### src/rtl/pipe_pkg.sv
// Shared definitions for pipeline-stage registers:
// state encoding and per-boundary NOP payloads.
package pipe_pkg;

    localparam logic [1:0] ST_EMPTY = 2'd0;
    localparam logic [1:0] ST_FULL  = 2'd1;
    localparam logic [1:0] ST_SKIDF = 2'd2;

    typedef enum logic [1:0] {
        EMPTY = ST_EMPTY,
        FULL  = ST_FULL,
        SKIDF = ST_SKIDF
    } state_t;

    // IF/ID bubble: {pc4, inst} both zero
    localparam logic [63:0] NOP_IFID = {32'h0, 32'h0};
    localparam logic [31:0] NOP_INST = 32'h0000_0013;

endpackage

### src/rtl/pipe_stage_reg_if.sv
// Upstream/downstream valid-ready bundle of one stage
// boundary; master is the environment, slave the stage.
interface pipe_stage_reg_if #(
    parameter int DATA_W = 64
);

    logic              in_valid;
    logic              in_ready;
    logic [DATA_W-1:0] in_data;
    logic              out_valid;
    logic              out_ready;
    logic [DATA_W-1:0] out_data;

    modport master (
        output in_valid,
        output in_data,
        output out_ready,
        input  in_ready,
        input  out_valid,
        input  out_data
    );

    modport slave (
        input  in_valid,
        input  in_data,
        input  out_ready,
        output in_ready,
        output out_valid,
        output out_data
    );

endinterface

### src/rtl/pipe_stage_reg_sat_counter.sv
// Saturating up-counter with synchronous
// active-low clear.
module sat_counter #(
    parameter int CNT_W = 16
) (
    input  logic             clk,
    input  logic             clrn,
    input  logic             inc,
    output logic [CNT_W-1:0] cnt
);

    always_ff @(posedge clk) begin
        if (!clrn) begin
            cnt <= '0;
        end else if (inc && (cnt != '1)) begin
            cnt <= cnt + 1'b1;
        end
    end

endmodule

### src/rtl/pipe_stage_reg.sv
// Generic stage register with stall, flush, NOP
// bubbles and an optional skid entry.
module pipe_stage_reg
    import pipe_pkg::*;
#(
    parameter int                DATA_W  = 64,
    parameter int                SKID    = 1,
    parameter logic [DATA_W-1:0] NOP_VAL = DATA_W'(NOP_IFID),
    parameter int                CNT_W   = 16
) (
    input  logic                 clk,
    input  logic                 clrn,
    pipe_stage_reg_if.slave      bus,
    input  logic                 stall,
    input  logic                 flush,
    output logic [1:0]           occ,
    output logic [CNT_W-1:0]     stall_cnt
);

    state_t            state;
    state_t            state_n;
    logic [DATA_W-1:0] main_q;
    logic [DATA_W-1:0] main_n;
    logic [DATA_W-1:0] skid_q;
    logic [DATA_W-1:0] skid_n;
    logic              rdy_q;
    logic              alive;
    logic              in_ready;
    logic              enq;
    logic              deq;
    logic              stall_inc;

    assign deq = bus.out_valid & bus.out_ready & ~stall;
    assign enq = bus.in_valid & in_ready;

    // skid mode: ready comes straight from a flop
    assign in_ready = (SKID != 0) ? rdy_q
                    : alive & (~bus.out_valid | deq);

    assign bus.in_ready  = in_ready;
    assign bus.out_valid = (state != EMPTY);
    assign bus.out_data  = main_q;
    assign occ           = state;

    always_comb begin
        state_n = state;
        main_n  = main_q;
        skid_n  = skid_q;
        if (flush) begin
            state_n = EMPTY;
            main_n  = NOP_VAL;
            skid_n  = NOP_VAL;
        end else begin
            unique case (state)
                EMPTY: begin
                    if (enq) begin
                        state_n = FULL;
                        main_n  = bus.in_data;
                    end
                end
                FULL: begin
                    if (enq && deq) begin
                        main_n  = bus.in_data;
                    end else if (enq) begin
                        state_n = SKIDF;
                        skid_n  = bus.in_data;
                    end else if (deq) begin
                        state_n = EMPTY;
                        main_n  = NOP_VAL;
                    end
                end
                SKIDF: begin
                    if (deq) begin
                        state_n = FULL;
                        main_n  = skid_q;
                        skid_n  = NOP_VAL;
                    end
                end
                default: begin
                    state_n = EMPTY;
                    main_n  = NOP_VAL;
                    skid_n  = NOP_VAL;
                end
            endcase
        end
    end

    always_ff @(posedge clk) begin
        if (!clrn) begin
            state  <= EMPTY;
            main_q <= NOP_VAL;
            skid_q <= NOP_VAL;
            rdy_q  <= 1'b0;
            alive  <= 1'b0;
        end else begin
            state  <= state_n;
            main_q <= main_n;
            skid_q <= skid_n;
            rdy_q  <= (state_n != SKIDF);
            alive  <= 1'b1;
        end
    end

    assign stall_inc = bus.out_valid & stall & ~flush;

    sat_counter #(
        .CNT_W (CNT_W)
    ) u_stall_cnt (
        .clk  (clk),
        .clrn (clrn),
        .inc  (stall_inc),
        .cnt  (stall_cnt)
    );

endmodule

### src/flat_wrapper.sv
// flat-port wrapper written by rule: the top's interface ports become plain ports
module pipe_stage_reg_flat import pipe_pkg::*;
#(
    parameter int                DATA_W  = 64,
    parameter int                SKID    = 1,
    parameter logic [DATA_W-1:0] NOP_VAL = DATA_W'(NOP_IFID),
    parameter int                CNT_W   = 16
)
  (clk, clrn, stall, flush, occ, stall_cnt, bus_in_valid, bus_in_data, bus_out_ready, bus_in_ready, bus_out_valid, bus_out_data);
  pipe_stage_reg_if #(.DATA_W(DATA_W)) bus_i ();
  input  logic clk;
  input  logic clrn;
  input  logic stall;
  input  logic flush;
  output logic [1:0] occ;
  output logic [CNT_W-1:0] stall_cnt;
  input wire logic [$bits(bus_i.in_valid)-1:0] bus_in_valid;
  input wire logic [$bits(bus_i.in_data)-1:0] bus_in_data;
  input wire logic [$bits(bus_i.out_ready)-1:0] bus_out_ready;
  output wire logic [$bits(bus_i.in_ready)-1:0] bus_in_ready;
  output wire logic [$bits(bus_i.out_valid)-1:0] bus_out_valid;
  output wire logic [$bits(bus_i.out_data)-1:0] bus_out_data;
  assign bus_i.in_valid = bus_in_valid;
  assign bus_i.in_data = bus_in_data;
  assign bus_i.out_ready = bus_out_ready;
  assign bus_in_ready = bus_i.in_ready;
  assign bus_out_valid = bus_i.out_valid;
  assign bus_out_data = bus_i.out_data;
  pipe_stage_reg #(.DATA_W(DATA_W), .SKID(SKID), .NOP_VAL(NOP_VAL), .CNT_W(CNT_W)) u_core (.clk(clk), .clrn(clrn), .bus(bus_i), .stall(stall), .flush(flush), .occ(occ), .stall_cnt(stall_cnt));
endmodule
### config.mk
export PLATFORM = sky130hd
export DESIGN_NAME = pipe_stage_reg_flat
export DESIGN_NICKNAME = d
export VERILOG_FILES = /design/src/rtl/pipe_pkg.sv /design/src/rtl/pipe_stage_reg_if.sv /design/src/rtl/pipe_stage_reg_sat_counter.sv /design/src/rtl/pipe_stage_reg.sv /design/src/flat_wrapper.sv
export SDC_FILE = /design/constraint.sdc
export NUM_CORES = 1
export LEC_CHECK = 0
export CORE_UTILIZATION = 54
export CTS_CLUSTER_DIAMETER = 100
export DETAILED_ROUTE_END_ITERATION = 10
export MAX_ROUTING_LAYER = met4
export PLACE_DENSITY_LB_ADDON = 0.08
export SETUP_SLACK_MARGIN = 0.4
export SLEW_MARGIN = 20
export SYNTH_ARGS = -nofsm -noshare
export SYNTH_HDL_FRONTEND = slang
export SYNTH_SLANG_ARGS = --single-unit
### constraint.sdc
create_clock -name clk -period 2.46 [get_ports clk]
set_input_delay 0.246 -clock clk [delete_from_list [all_inputs] [get_ports clk]]
set_output_delay 0.246 -clock clk [all_outputs]
set_load 0.05 [all_outputs]
Yosys cells after proc, flatten, opt, wreduce, memory -nomap -nowiden. Index checks and enable logic that the tools add are counted.

Add/subtract/negate cells: 1. Equal/unequal tests: 10. Muxes and demuxes: 15. Bitwise gates (word level): 9. Reductions and logical operators: 7.

Operators with widths (count): $mux W64 (6); $pmux W64 S3 (2); $add A16 B1 Y16 const B (1); $ne A16 B16 Y1 const B (1); $mux W2 (6); $reduce_and A4 Y1 (2); $ne A2 B1 Y1 const B (3); $pmux W2 S3 (1); $and A1 B1 Y1 (5); $ne A2 B2 Y1 const B (2); $not A1 Y1 (4); $ne A3 B1 Y1 const B (1); $ne A3 B3 Y1 const B (1); $eq A2 B1 Y1 const B (1); $eq A2 B2 Y1 const B (1); $logic_and A1 B1 Y1 (2); $logic_not A2 Y1 (1); $reduce_bool A2 Y1 (1); $reduce_or A2 Y1 (1).

Bits in registers: 147. Bits of input ports: 70. Logic and storage cells: 47.

Depth between registers and ports, before layout.
Depth after elaboration: 9. Depth in mapped cells: 7. Depth with buffers taken out: 6.

By module. Synthesis repeated with hierarchy kept, for this count alone.

Cells, all modules: 926. Area, all modules: 7414.6 um^2.

By module, submodules not included: pipe_stage_reg (instances 1, cells an instance 829, area each 6577.6 um^2); sat_counter (instances 1, cells an instance 97, area each 837.1 um^2).

Worst setup path before layout. Ideal clock, no wire load.

Path type: register to register. Start point: register u_core.rdy_q (netlist: u_core.bus.in_ready). End point: register u_core.main_q[10] (netlist: u_core.bus.out_data[10]). Setup time: 0.128 ns. Data arrival time: 1.806 ns. Data required time: 2.332 ns. Setup slack: 0.527 ns. Stages on the path, launching flop included: 8. Buffers on the path: 2. Clock period less this slack: 1.933 ns. Cells stage by stage: dfxtp_1 -> nand2_1 -> mux2_4 -> a22o_1 -> buf_6 -> buf_6 -> a22oi_2 -> nor2_1.

Cells in the longest elaborated chain, start to end: 4.

Ends and longest elaborated chain: from (decl) (RTL line pipe_stage_reg.sv:26) `logic rdy_q;`; from (signal assigned) (RTL line pipe_stage_reg.sv:99) `rdy_q <= (state_n != SKIDF);`; $and A1 B1 Y1 * (RTL line pipe_stage_reg.sv:34) `assign enq = bus.in_valid & in_ready;`; $logic_and A1 B1 Y1 (RTL line pipe_stage_reg.sv:62) `if (enq && deq) begin`; $ne A3 B3 Y1 (no source line), or another cell as far along; $reduce_and A4 Y1 (no source line) / $pmux W64 S3 (equally long branches); to (signal assigned) (RTL line pipe_stage_reg.sv:97) `main_q <= main_n;`; to (decl) (RTL line pipe_stage_reg.sv:22) `logic [DATA_W-1:0] main_q;`.

Every way passes the cells marked *; elsewhere a longest branch is shown, timed or not. A chain may end at the register's enable or synchronous reset.

Final worst setup path.
Start point: register u_core.state[0] (netlist: u_core.occ[0]). End point: register u_core.main_q[49] (netlist: u_core.bus.out_data[49]).

Cells in the longest elaborated chain, start to end: 6.

Ends and longest elaborated chain: from (decl) (RTL line pipe_stage_reg.sv:20) `state_t state;`; from (signal assigned) (RTL line pipe_stage_reg.sv:96) `state <= state_n;`; $reduce_bool A2 Y1 (RTL line pipe_stage_reg.sv:41) `assign bus.out_valid = (state != EMPTY);`; $and A1 B1 Y1 (2 in a row) (RTL line pipe_stage_reg.sv:33) `assign deq = bus.out_valid & bus.out_ready & ~stall;`; $logic_and A1 B1 Y1 (RTL line pipe_stage_reg.sv:62); $ne A3 B3 Y1 (no source line), or another cell as far along; $reduce_and A4 Y1 (no source line) / $pmux W64 S3 (equally long branches).

Several ways; a longest one is shown, not always the timed one.

==> metrics.cfg <==
[cells_and_area]
fin_cells=1009
stdcell_area_um2=8621
antenna_cells=0
drive_above_1_share=0.09007
area_delta_synth_final_pct=33.71
fin_nets=926
register_area_um2=2945
multi_input_area_um2=3167
fillCellCount=851

[pwr]
leakage_nw=2.950
ir_drop_mv=0.3982
power_density_nw_per_um2=639.5

[clocking]
ctsLongestPathBuffers=2
h-tree-depth=4
ctsResizeCount=0
cts.sink_count=147
numCtsBuffers=17
path_clk_slew_ns=0.06
clock_latency_ns=0.42
postCtsHoldBufs=0
cts_tree=done
cts_setup_buffers=0
cts_root_buffer=clkbuf_16

[drt]
wl_um=17460
vias_per_cell=6.040
drc=20
final_antenna_net_count=0
wl_per_cell_um=17.30
vias=6094
drt_iter0_markers=531
dr.pass1.iters=9

[hold_path]
hold_class=input port to flop

[sta]
maxSlewViolCount=0
grt_setup_unrepaired=no
finalHoldViolCount=0
fin_crit_sh=0.8015
tightest_slew_ns=0.5328
holdWs_ns=0.4160
setup_viol_count_final=0
fin_tns_setup_ns=0
fmax_mhz=507.2
period_needed_ns=1.972
skew_ns=0.004463
relSlewSlack=0.6437

[setup_path]
worstSetupPathType=flop to flop
r2r_start=u_core.occ[0]$_SDFF_PN0_
crit_fanout=35
cp.depth=6
critPathRequiredTime_ns=2.80
slowest_stage=dfxtp_2
rrSetupSlack_ns=0.49
cp-endpoint=u_core.bus.out_data[49]$_SDFFE_PP0P_
crit_start=u_core.occ[0]$_SDFF_PN0_
ff2ff_path_depth=6
max_stage_delay_ns=0.46
end_kind=flop
cp_common_cell=buf_4
r2r-end=u_core.bus.out_data[49]$_SDFFE_PP0P_
cp_data_arrival_time_ns=2.31
crit_path_start_kind=flop
crit_buf_inv=2
cpLargestDelayFamily=buffers and inverters
cp_cell_sequence=buf_4 > nand2b_1 > o22ai_4 > buf_4 > a22oi_1 > nor2_1

[grt]
grt_overflow=0
antenna_found_initial=0
gr-usage-all-layers=0.2962
grt_max_degree=64
grt_pass1_wl_um=28790
first_global_vias=5857

[synthesis]
synth_cells=728
ys_top_cells_by_count=dfxtp_1, nor2_1, nand2_1
ys_async_sr_fraction=0
ys_ff_latch=147
synth-edff-count=0
yosysMostFrequentCell=dfxtp_1
synth_cell_types=41
synth_nets=799
yosysWarnings=0
synthTopCellsByArea=dfxtp_1, a22oi_1, a21oi_1, nand3_1, mux2i_1
synth_top_area_frac=0.4564
yosys_most_used_dff=dfxtp_1
seq_area_frac_synth=0.4564
avgSynthCellArea_um2=8.856
synth_area_um2=6447
post-synth-top-area-cell=dfxtp_1

[placement]
place.gp.congestion=0.8039
placed_cell_area_um2=8065
port_buffers=153
hpwlAfterDp_um=10970
dpl.cell_count=979

[run]
drv_cap=0

[die]
initial_utilization=0.5599
die_area_um2=12380
core_um2=11520
die_h_um=111.3
die_w_um=111.3
placementRows=39
ios=154

[status]
status=finished, violations left
violations=design-rule violations

==> kinds of logic (layout without fill, tap and decap cells) <==
group / Yosys count / after routing / share of synthesized area
simple gates: 255 / 255 / 0.1770
compound gates: 214 / 214 / 0.2428
flops: 147 / 147 / 0.4564
buf+inv: 70 / 208 / 0.05899
mux: 33 / 33 / 0.05201
xor+xnor: 8 / 8 / 0.01087
fa+ha+maj: 1 / 1 / 0.001940
==> layer usage <==
layer | share of wire | up-vias | global-route usage
met1 | 0.43 | 2936 | 0.3722
li1 | - | 2873 | -
met5 | 0 | - | -
met4 | 0.017 | 0 | 0.1063
met3 | 0.065 | 25 | 0.04811
met2 | 0.48 | 260 | 0.4817
==> power breakdown <==
part	internal [W]	switching (W)
clock network	0.00149	0.000954
registers	0.00241	0.0000189
logic	0.000266	0.000374
==> worst reg2reg max path: stages (launching register included) <==
cell and delay, ns:
dfxtp_2 0.46, buf_4 0.30, nand2b_1 0.18, o22ai_4 0.22
buf_4 0.42, a22oi_1 0.17, nor2_1 0.15
==> through the flow <==
step                total power (W)  worst slack (ns)    util
detailed placement         0.003113            0.2197  0.7003
global placement           0.003100            0.3466  0.7003
finish                     0.005513            0.4883  0.7486
global route               0.005686            0.4079  0.7486
floorplan                  0.002856            0.5265       -
CTS                        0.005543            0.4874  0.7486
==> state kept, by name, summed over array words and instances (netlist names) <==
signal and cells:
u_core.bus.in_ready 1, u_core.u_stall_cnt.cnt 16, u_core.occ 2, u_core.bus.out_data 64, u_core.skid_q 64
==> layout by cell type, fill, tap and decap left out, drive strengths merged, types with 6 or more instances in the layout <==
cell	n
dfxtp	147
o2bb2ai	30
mux2i	32
nand3	69
xor2	8
nand2	73
nor2	84
clkinv	9
clkdlybuf4s50	151
buf	23
a22o	35
o21ai	8
clkbuf	18
a21oi	70
nand2b	6
a22oi	64
==> layout make-up <==
cell class,instances,area share
clock buffers,18,0.05094
multi-input cells,511,0.3673
repair buffers,174,0.2041
flip-flops and latches,147,0.3417
inverters,4,0.001742
well taps,143,0.02075
clock inverters,12,0.01350
==> worst min-delay path by stage <==
stage | from | end | slack, ns | cells after the start
2_1_floorplan | flush | u_core.bus.in_ready$_SDFF_PN0_ | 0.37 | 2
3_3_place_gp | u_core.skid_q[42]$_SDFFE_PP0P_ | u_core.skid_q[42]$_SDFFE_PP0P_ | 0.44 | 2
3_5_place_dp | u_core.skid_q[19]$_SDFFE_PP0P_ | u_core.skid_q[19]$_SDFFE_PP0P_ | 0.44 | 2
4_1_cts | bus_in_data[53] | u_core.skid_q[53]$_SDFFE_PP0P_ | 0.41 | 3
5_1_grt | bus_in_data[5] | u_core.skid_q[5]$_SDFFE_PP0P_ | 0.43 | 3
6_report | bus_in_data[53] | u_core.skid_q[53]$_SDFFE_PP0P_ | 0.42 | 3
No activity file was read; power rests on OpenSTA's default activity.
